## src/rtl/uart_loader_pkg.sv

```systemverilog
// Shared state encoding and framing constants for the UART word loader.
package uart_loader_pkg;
   typedef enum logic [2:0] {S_LEN, S_DATA, S_WRITE, S_CSUM, S_DONE, S_ERR} state_e;
   localparam int unsigned HDR_BYTES  = 4;
   localparam int unsigned WORD_BYTES = 4;
endpackage

```

## src/rtl/uart_word_loader_if.sv

```systemverilog
// Word write port of the UART loader: valid/ready request carrying address and data.
interface uart_word_loader_if #(
   parameter int unsigned ADDR_W = 32
) ();
   logic [ADDR_W-1:0] wr_addr;
   logic [31:0]       wr_data;
   logic              wr_valid;
   logic              wr_ready;

   modport master (output wr_addr, output wr_data, output wr_valid, input wr_ready);
   modport slave  (input wr_addr, input wr_data, input wr_valid, output wr_ready);
endinterface

```

## src/rtl/uart_byte_fifo.sv

```systemverilog
// Byte FIFO with a combinational read port; DEPTH must be a power of 2.
module uart_byte_fifo #(
   parameter int unsigned DEPTH = 8
) (
   input  logic       clk,
   input  logic       rstn,
   input  logic       push,
   input  logic       pop,
   input  logic [7:0] din,
   output logic [7:0] dout,
   output logic       empty,
   output logic       full
);
   localparam int unsigned AW = $clog2(DEPTH);

   logic [7:0]  mem_q [DEPTH];
   logic [AW:0] wr_ptr_q, wr_ptr_d;
   logic [AW:0] rd_ptr_q, rd_ptr_d;

   always_comb begin
      wr_ptr_d = wr_ptr_q;
      rd_ptr_d = rd_ptr_q;
      if (push) wr_ptr_d = wr_ptr_q + (AW+1)'(1);
      if (pop)  rd_ptr_d = rd_ptr_q + (AW+1)'(1);
   end

   always_ff @(posedge clk) begin
      if (!rstn) begin
         wr_ptr_q <= '0;
         rd_ptr_q <= '0;
      end else begin
         wr_ptr_q <= wr_ptr_d;
         rd_ptr_q <= rd_ptr_d;
      end
   end

   always_ff @(posedge clk) begin
      if (push) mem_q[wr_ptr_q[AW-1:0]] <= din;
   end

   assign dout  = mem_q[rd_ptr_q[AW-1:0]];
   assign empty = (wr_ptr_q == rd_ptr_q);
   assign full  = (wr_ptr_q[AW] != rd_ptr_q[AW]) && (wr_ptr_q[AW-1:0] == rd_ptr_q[AW-1:0]);
endmodule

```

## src/rtl/uart_word_loader.sv

```systemverilog
// Sequences uart_rx bytes (length header, LE payload words) into 32-bit writes.
// Optional trailing checksum byte enabled by defining LOADER_CSUM_EN.
module uart_word_loader
   import uart_loader_pkg::*;
#(
   parameter int unsigned       ADDR_W    = 32,
   parameter logic [ADDR_W-1:0] BASE_ADDR = '0,
   parameter int unsigned       DEPTH     = 8
) (
   input  logic                      clk,
   input  logic                      rstn,
   input  logic [7:0]                rdata,
   input  logic                      rdata_ready,
   input  logic                      ferr,
   uart_word_loader_if.master        wr_if,
   output logic                      busy,
   output logic                      done,
   output logic                      err_frame,
   output logic                      err_ovf,
   output logic                      err_csum
);
`ifdef LOADER_CSUM_EN
   localparam state_e AFTER_PAYLOAD = S_CSUM;
`else
   localparam state_e AFTER_PAYLOAD = S_DONE;
`endif

   state_e      state_q, state_d;
   logic [1:0]  cnt_q, cnt_d;
   logic [31:0] len_q, len_d;
   logic [31:0] idx_q, idx_d;
   logic [31:0] word_q, word_d;
   logic        pend_q, pend_d;
   logic        err_frame_q, err_frame_d;
   logic        err_ovf_q, err_ovf_d;
`ifdef LOADER_CSUM_EN
   logic [7:0]  sum_q, sum_d;
   logic        err_csum_q, err_csum_d;
`endif

   logic       fifo_push, fifo_pop, fifo_empty, fifo_full;
   logic [7:0] fifo_dout;
   logic       live, bad, push_req, ovf;

   uart_byte_fifo #(.DEPTH(DEPTH)) u_fifo (
      .clk   (clk),
      .rstn  (rstn),
      .push  (fifo_push),
      .pop   (fifo_pop),
      .din   (rdata),
      .dout  (fifo_dout),
      .empty (fifo_empty),
      .full  (fifo_full)
   );

   always_comb begin
      live      = (state_q != S_ERR);
      bad       = rdata_ready && pend_q;
      fifo_pop  = live && !fifo_empty && (state_q inside {S_LEN, S_DATA, S_CSUM, S_DONE});
      push_req  = live && rdata_ready && !bad;
      // A pop in the same cycle frees a slot, so full alone is not an overflow.
      ovf       = push_req && fifo_full && !fifo_pop;
      fifo_push = push_req && !ovf;
   end

   always_comb begin
      state_d     = state_q;
      cnt_d       = cnt_q;
      len_d       = len_q;
      idx_d       = idx_q;
      word_d      = word_q;
      pend_d      = (pend_q && !rdata_ready) || ferr;
      err_frame_d = err_frame_q;
      err_ovf_d   = err_ovf_q;
`ifdef LOADER_CSUM_EN
      sum_d       = sum_q;
      err_csum_d  = err_csum_q;
`endif
      case (state_q)
         S_LEN: if (fifo_pop) begin
            len_d[{cnt_q, 3'b000} +: 8] = fifo_dout;
            cnt_d = cnt_q + 2'd1;
            if (cnt_q == 2'(HDR_BYTES - 1))
               state_d = ({fifo_dout, len_q[23:0]} != '0) ? S_DATA : AFTER_PAYLOAD;
         end
         S_DATA: if (fifo_pop) begin
            word_d[{cnt_q, 3'b000} +: 8] = fifo_dout;
`ifdef LOADER_CSUM_EN
            sum_d = sum_q + fifo_dout;
`endif
            cnt_d = cnt_q + 2'd1;
            if (cnt_q == 2'(WORD_BYTES - 1)) state_d = S_WRITE;
         end
         S_WRITE: if (wr_if.wr_ready) begin
            idx_d   = idx_q + 32'd1;
            state_d = (idx_q + 32'd1 == len_q) ? AFTER_PAYLOAD : S_DATA;
         end
`ifdef LOADER_CSUM_EN
         S_CSUM: if (fifo_pop) begin
            if (fifo_dout == sum_q) begin
               state_d = S_DONE;
            end else begin
               err_csum_d = 1'b1;
               state_d    = S_ERR;
            end
         end
`endif
         S_DONE: if (fifo_pop) begin
            // The popped byte is already length byte 0 of the next transfer.
            len_d   = {24'h0, fifo_dout};
            cnt_d   = 2'd1;
            idx_d   = '0;
`ifdef LOADER_CSUM_EN
            sum_d   = '0;
`endif
            state_d = S_LEN;
         end
         default: ;
      endcase
      if (live && bad) begin
         err_frame_d = 1'b1;
         state_d     = S_ERR;
      end
      if (ovf) begin
         err_ovf_d = 1'b1;
         state_d   = S_ERR;
      end
   end

   always_ff @(posedge clk) begin
      if (!rstn) begin
         state_q     <= S_LEN;
         cnt_q       <= '0;
         len_q       <= '0;
         idx_q       <= '0;
         word_q      <= '0;
         pend_q      <= 1'b0;
         err_frame_q <= 1'b0;
         err_ovf_q   <= 1'b0;
`ifdef LOADER_CSUM_EN
         sum_q       <= '0;
         err_csum_q  <= 1'b0;
`endif
      end else begin
         state_q     <= state_d;
         cnt_q       <= cnt_d;
         len_q       <= len_d;
         idx_q       <= idx_d;
         word_q      <= word_d;
         pend_q      <= pend_d;
         err_frame_q <= err_frame_d;
         err_ovf_q   <= err_ovf_d;
`ifdef LOADER_CSUM_EN
         sum_q       <= sum_d;
         err_csum_q  <= err_csum_d;
`endif
      end
   end

   assign wr_if.wr_valid = (state_q == S_WRITE);
   assign wr_if.wr_addr  = wr_if.wr_valid ? BASE_ADDR + ADDR_W'({idx_q, 2'b00}) : '0;
   assign wr_if.wr_data  = wr_if.wr_valid ? word_q : '0;
   assign busy      = ((state_q == S_LEN) && (cnt_q != 2'd0)) ||
                      (state_q inside {S_DATA, S_WRITE, S_CSUM});
   assign done      = (state_q == S_DONE);
   assign err_frame = err_frame_q;
   assign err_ovf   = err_ovf_q;
`ifdef LOADER_CSUM_EN
   assign err_csum  = err_csum_q;
`else
   assign err_csum  = 1'b0;
`endif
endmodule

```

## src/flat_wrapper.sv

```systemverilog
// flat-port wrapper written by rule: the top's interface ports become plain ports
module uart_word_loader_flat import uart_loader_pkg::*;
#(
   parameter int unsigned       ADDR_W    = 32,
   parameter logic [ADDR_W-1:0] BASE_ADDR = '0,
   parameter int unsigned       DEPTH     = 8
)
  (clk, rstn, rdata, rdata_ready, ferr, busy, done, err_frame, err_ovf, err_csum, wr_if_wr_addr, wr_if_wr_data, wr_if_wr_valid, wr_if_wr_ready);
  uart_word_loader_if #(.ADDR_W(ADDR_W)) wr_if_i ();
  input  logic clk;
  input  logic rstn;
  input  logic [7:0] rdata;
  input  logic rdata_ready;
  input  logic ferr;
  output logic busy;
  output logic done;
  output logic err_frame;
  output logic err_ovf;
  output logic err_csum;
  output wire logic [$bits(wr_if_i.wr_addr)-1:0] wr_if_wr_addr;
  output wire logic [$bits(wr_if_i.wr_data)-1:0] wr_if_wr_data;
  output wire logic [$bits(wr_if_i.wr_valid)-1:0] wr_if_wr_valid;
  input wire logic [$bits(wr_if_i.wr_ready)-1:0] wr_if_wr_ready;
  assign wr_if_wr_addr = wr_if_i.wr_addr;
  assign wr_if_wr_data = wr_if_i.wr_data;
  assign wr_if_wr_valid = wr_if_i.wr_valid;
  assign wr_if_i.wr_ready = wr_if_wr_ready;
  uart_word_loader #(.ADDR_W(ADDR_W), .BASE_ADDR(BASE_ADDR), .DEPTH(DEPTH)) u_core (.clk(clk), .rstn(rstn), .rdata(rdata), .rdata_ready(rdata_ready), .ferr(ferr), .wr_if(wr_if_i), .busy(busy), .done(done), .err_frame(err_frame), .err_ovf(err_ovf), .err_csum(err_csum));
endmodule
```

## config.mk

```make
export PLATFORM = sky130hd
export DESIGN_NAME = uart_word_loader_flat
export DESIGN_NICKNAME = d
export VERILOG_FILES = /design/src/rtl/uart_loader_pkg.sv /design/src/rtl/uart_word_loader_if.sv /design/src/rtl/uart_byte_fifo.sv /design/src/rtl/uart_word_loader.sv /design/src/flat_wrapper.sv
export SDC_FILE = /design/constraint.sdc
export NUM_CORES = 1
export LEC_CHECK = 0
export ABC_CLOCK_PERIOD_IN_PS = 3400
export BUFFER_PORTS_ARGS = -buffer_cell sky130_fd_sc_hd__buf_2
export CAP_MARGIN = 5
export CORE_MARGIN = 4
export CORE_UTILIZATION = 56
export CTS_BUF_LIST = sky130_fd_sc_hd__clkbuf_4 sky130_fd_sc_hd__clkbuf_8
export DETAILED_ROUTE_END_ITERATION = 16
export HOLD_SLACK_MARGIN = 0.03
export PLACE_DENSITY_LB_ADDON = 0.15
export SETUP_SLACK_MARGIN = 0.3
export SYNTH_ARGS = -nofsm -noshare
export SYNTH_HDL_FRONTEND = slang
export SYNTH_SLANG_ARGS = --single-unit
```

## constraint.sdc

```tcl
create_clock -name clk -period 3.4 [get_ports clk]
set_clock_uncertainty 0.15 [all_clocks]
set_input_delay 0.85 -clock clk [delete_from_list [all_inputs] [get_ports clk]]
set_output_delay 0.85 -clock clk [all_outputs]
set_load 0.01 [all_outputs]
```

==> results.ini <==
[sta]
maxSlewViolCount=0
finalCritPeriodShare_pct=90.5
timing_worst_slew_pin_value_ns=0.751
setup_viol=0
hold_viol=0
final.min_clock_period_ns=3.08
slew_headroom_pct=49.9
setup_total_negative_slack_ns=0
grt_setup_unrepaired=yes
max_freq_mhz=325

[run]
cap_viol_max_count=0

[floorplanning]
rows=46
core_sq_um=16000
floorplan.initialDensity_pct=57.7
dieArea_sq_um=18600
io_pins=83
dieHeight_microns=136
die_w_microns=136

[worst_setup_path]
worstPathRequired_ns=3.61
critical_path.startpoint_type=register
worst_setup_path_end_kind=register
regToRegStartpoint=u_core.idx_q[8]$_SDFFE_PN0P_
cp_cell_sequence=buf_4 > nand4_1 > or4_4 > nor4_4 > nor3b_1 > or4_1 > nor4_2 > nand4b_1 > a41o_1
critPathBufInv=1
crit_path_top_delay_cell=sky130_fd_sc_hd__or4_4
critical-path-max-stage-delay_ns=0.60
critPathTopFamily=simple AND/OR/NAND/NOR gates
crit_fanout=5
critPathLaunch=u_core.idx_q[8]$_SDFFE_PN0P_
criticalPathCategory=reg2reg
critPathArrivalTime_ns=3.29

[pwr]
peakVddDrop_mv=0.383
leakage_nw=3.88
power_density_nw_per_um2=497

[place]
numPortBuffers=79
global_placement_routability_congestion=0.937
dp_cells=1237
dpl_wire_length_mm=16.4
placed_cell_area_sq_um=10100

[route]
finalWirelength_mm=23.5
drtAntennaViolNets=0
viasPerCell=5.88
dr.first_iter.drc_count=737
avgRoutedWirePerCell_microns=18.4
dr.pass1.iters=5
route.detailed.drc=0
vias=7509

[synthesis]
synthTopCellsByArea=sky130_fd_sc_hd__dfxtp_1, sky130_fd_sc_hd__edfxtp_1, sky130_fd_sc_hd__and2_1
synth-seq-area-share_pct=45.8
synthFlopType=sky130_fd_sc_hd__dfxtp_1
async_s_r_ff_share_synth_pct=0
synth.cell_area_sq_um=9230
synthCells=959
yosys_register_bits=179
synth.top_cell.area_share_pct=24.9
yosys_warnings=0
syn_area_per_cell_sq_um=9.62
yosys.area.top_type=sky130_fd_sc_hd__dfxtp_1
synth_enable_flop_cells=64
ys_types=67

[clock_network]
clock_sinks=179
cts_made_buffers=17
clock_tree.root_cell=sky130_fd_sc_hd__clkbuf_8
cts_hold_repair.buffers=0
clock_latency_reported_for_the_late_side_of_the_worst_skew_pair_ns=0.47
clock_tree_from_tritoncts=done
clock_pin_slew_on_the_worst_setup_and_hold_paths_ns=0.10
clock_tree.htree_level_count=4
cts_buffer_depth=2

[grt]
gr-max-usage-layer=met2
pin_count_of_the_biggest_net_entering_global_routing=115
antenna_violations_before_repair=0
global_route.usage.total_pct=25.7
groute.layer.met1.usage_pct=35.5
gr_met3_demand_resource_pct=4.40
wire_length_of_the_first_global_routing_pass_mm=37.0
grt_overflow=0
met2_usage_pct=41.7
via_count_of_the_first_global_routing_pass=6831

[outcome]
status=completed

[cells_and_area]
fin_area_sq_um=10600
finish.net_count=1069
antenna_cells=0
flow.area_growth_from_synthesis_pct=15.0
final_layout_size_suffix_gt1_share_pct=22.0
post_layout_nonfiller_instances=1278

[worst_hold_path]
hold_path.startpoint=u_core.err_ovf$_SDFFE_PN0P_
worst_hold_path_type=reg2reg

## cells in the mapped netlist (all sizes together), types with 3 or more instances
library cell / count
buf: 16
a21boi: 22
nor4bb: 3
o31ai: 3
nand3: 24
mux4: 16
ha: 7
and3: 6
mux2: 8
xnor2: 36
nor2b: 71
a21o: 4
nand2b: 5
and2: 76
nand3b: 3
nor3b: 5
or4: 6
or3: 9
and4: 9
nand4: 19
a21oi: 63
xor2: 19
nor2: 45
o21a: 3
a22oi: 25
mux2i: 11
inv: 10
nand2: 48
o21ai: 42
nor3: 56
a2bb2oi: 5
nor4: 14
dfxtp: 115
edfxtp: 64
clkbuf: 61
a211oi: 3
a31oi: 3
## layout make-up
class,instances,area [sq um]
fill,1370,5390
sequential,179,4240
multi-input combinational,695,4750
timing repair buffer,146,915
clock buffer,19,249
tap,216,270
clock inverter,13,144
inverter,10,37.5
## logic make-up (layout without fill, tap and decap cells)
logic type,Yosys count,in the layout,synth area share [%]
compound gates,192,192,13.2
xor+xnor,56,56,5.46
fa+ha+maj,7,7,0.949
buf+inv,87,188,3.78
flops,179,179,45.8
mux,35,35,6.07
other cells,1,3,0.0406
simple gates,402,402,24.7
## worst paths after layout
kind / depth (start not counted) / slack (ns) / end
max: 9 / 0.32 / u_core.state_q[0]$_SDFFE_PN0P_
max reg2reg: 9 / 0.32 / u_core.state_q[0]$_SDFFE_PN0P_
min: 2 / 0.36 / u_core.err_ovf$_SDFFE_PN0P_
min reg2reg: 2 / 0.36 / u_core.err_ovf$_SDFFE_PN0P_
## sequential cells by signal (all words and copies together) (netlist names), named ones only
name                    flops
u_core.cnt_q                2
u_core.err_frame            1
u_core.err_ovf              1
u_core.idx_q               32
u_core.len_q               32
u_core.pend_q               1
u_core.state_q              3
u_core.u_fifo.mem_q        64
u_core.u_fifo.rd_ptr_q      4
u_core.u_fifo.wr_ptr_q      4
u_core.word_q              32
## repair_timing
item | in CTS | in global routing
endpoints found under the setup margin | 2 | 3
setup buffers | 5 | 4
gates resized for setup | 9 | 16
pin swaps | 4 | 3
## where the power goes
part           total (mW)  internal, mW  switching (mW)
Sequential           2.39          2.31          0.0879
Combinational        1.44         0.561           0.877
Clock                1.44         0.623           0.821
## cells in the final DEF (no fill, tap or decap), drive strengths merged, types with 36 or more instances in the layout
| master | instances |
|---|---|
| buf | 146 |
| dfxtp | 115 |
| and2 | 76 |
| nor2b | 71 |
| edfxtp | 64 |
| a21oi | 63 |
| nor3 | 56 |
| nand2 | 48 |
| nor2 | 45 |
| o21ai | 42 |
| xnor2 | 36 |
## tightest hold or removal path, stage by stage, from the launching register on
cell                      delay, ns
sky130_fd_sc_hd__dfxtp_1       0.34
sky130_fd_sc_hd__a21oi_1       0.04
sky130_fd_sc_hd__nor2b_1       0.09
## through the flow
stage / hold WS, ns / setup WS (ns) / utilization [%] / power, mW
finish: 0.357 / 0.322 / 66.3 / 5.28
global placement: 0.332 / 0.218 / 62.9 / 3.85
global route: 0.380 / 0.239 / 66.3 / 5.53
CTS: 0.357 / 0.310 / 65.8 / 5.30
floorplan: 0.315 / 0.175 / - / 3.37
detailed placement: 0.336 / 0.150 / 62.9 / 3.87
## routing by layer
metal	part of all wire, %	vias to the layer above
met5	0	-
met4	2.2	0
met3	6.9	55
met2	48	307
met1	43	3519
li1	-	3628
(Power assumes the default switching activity.)
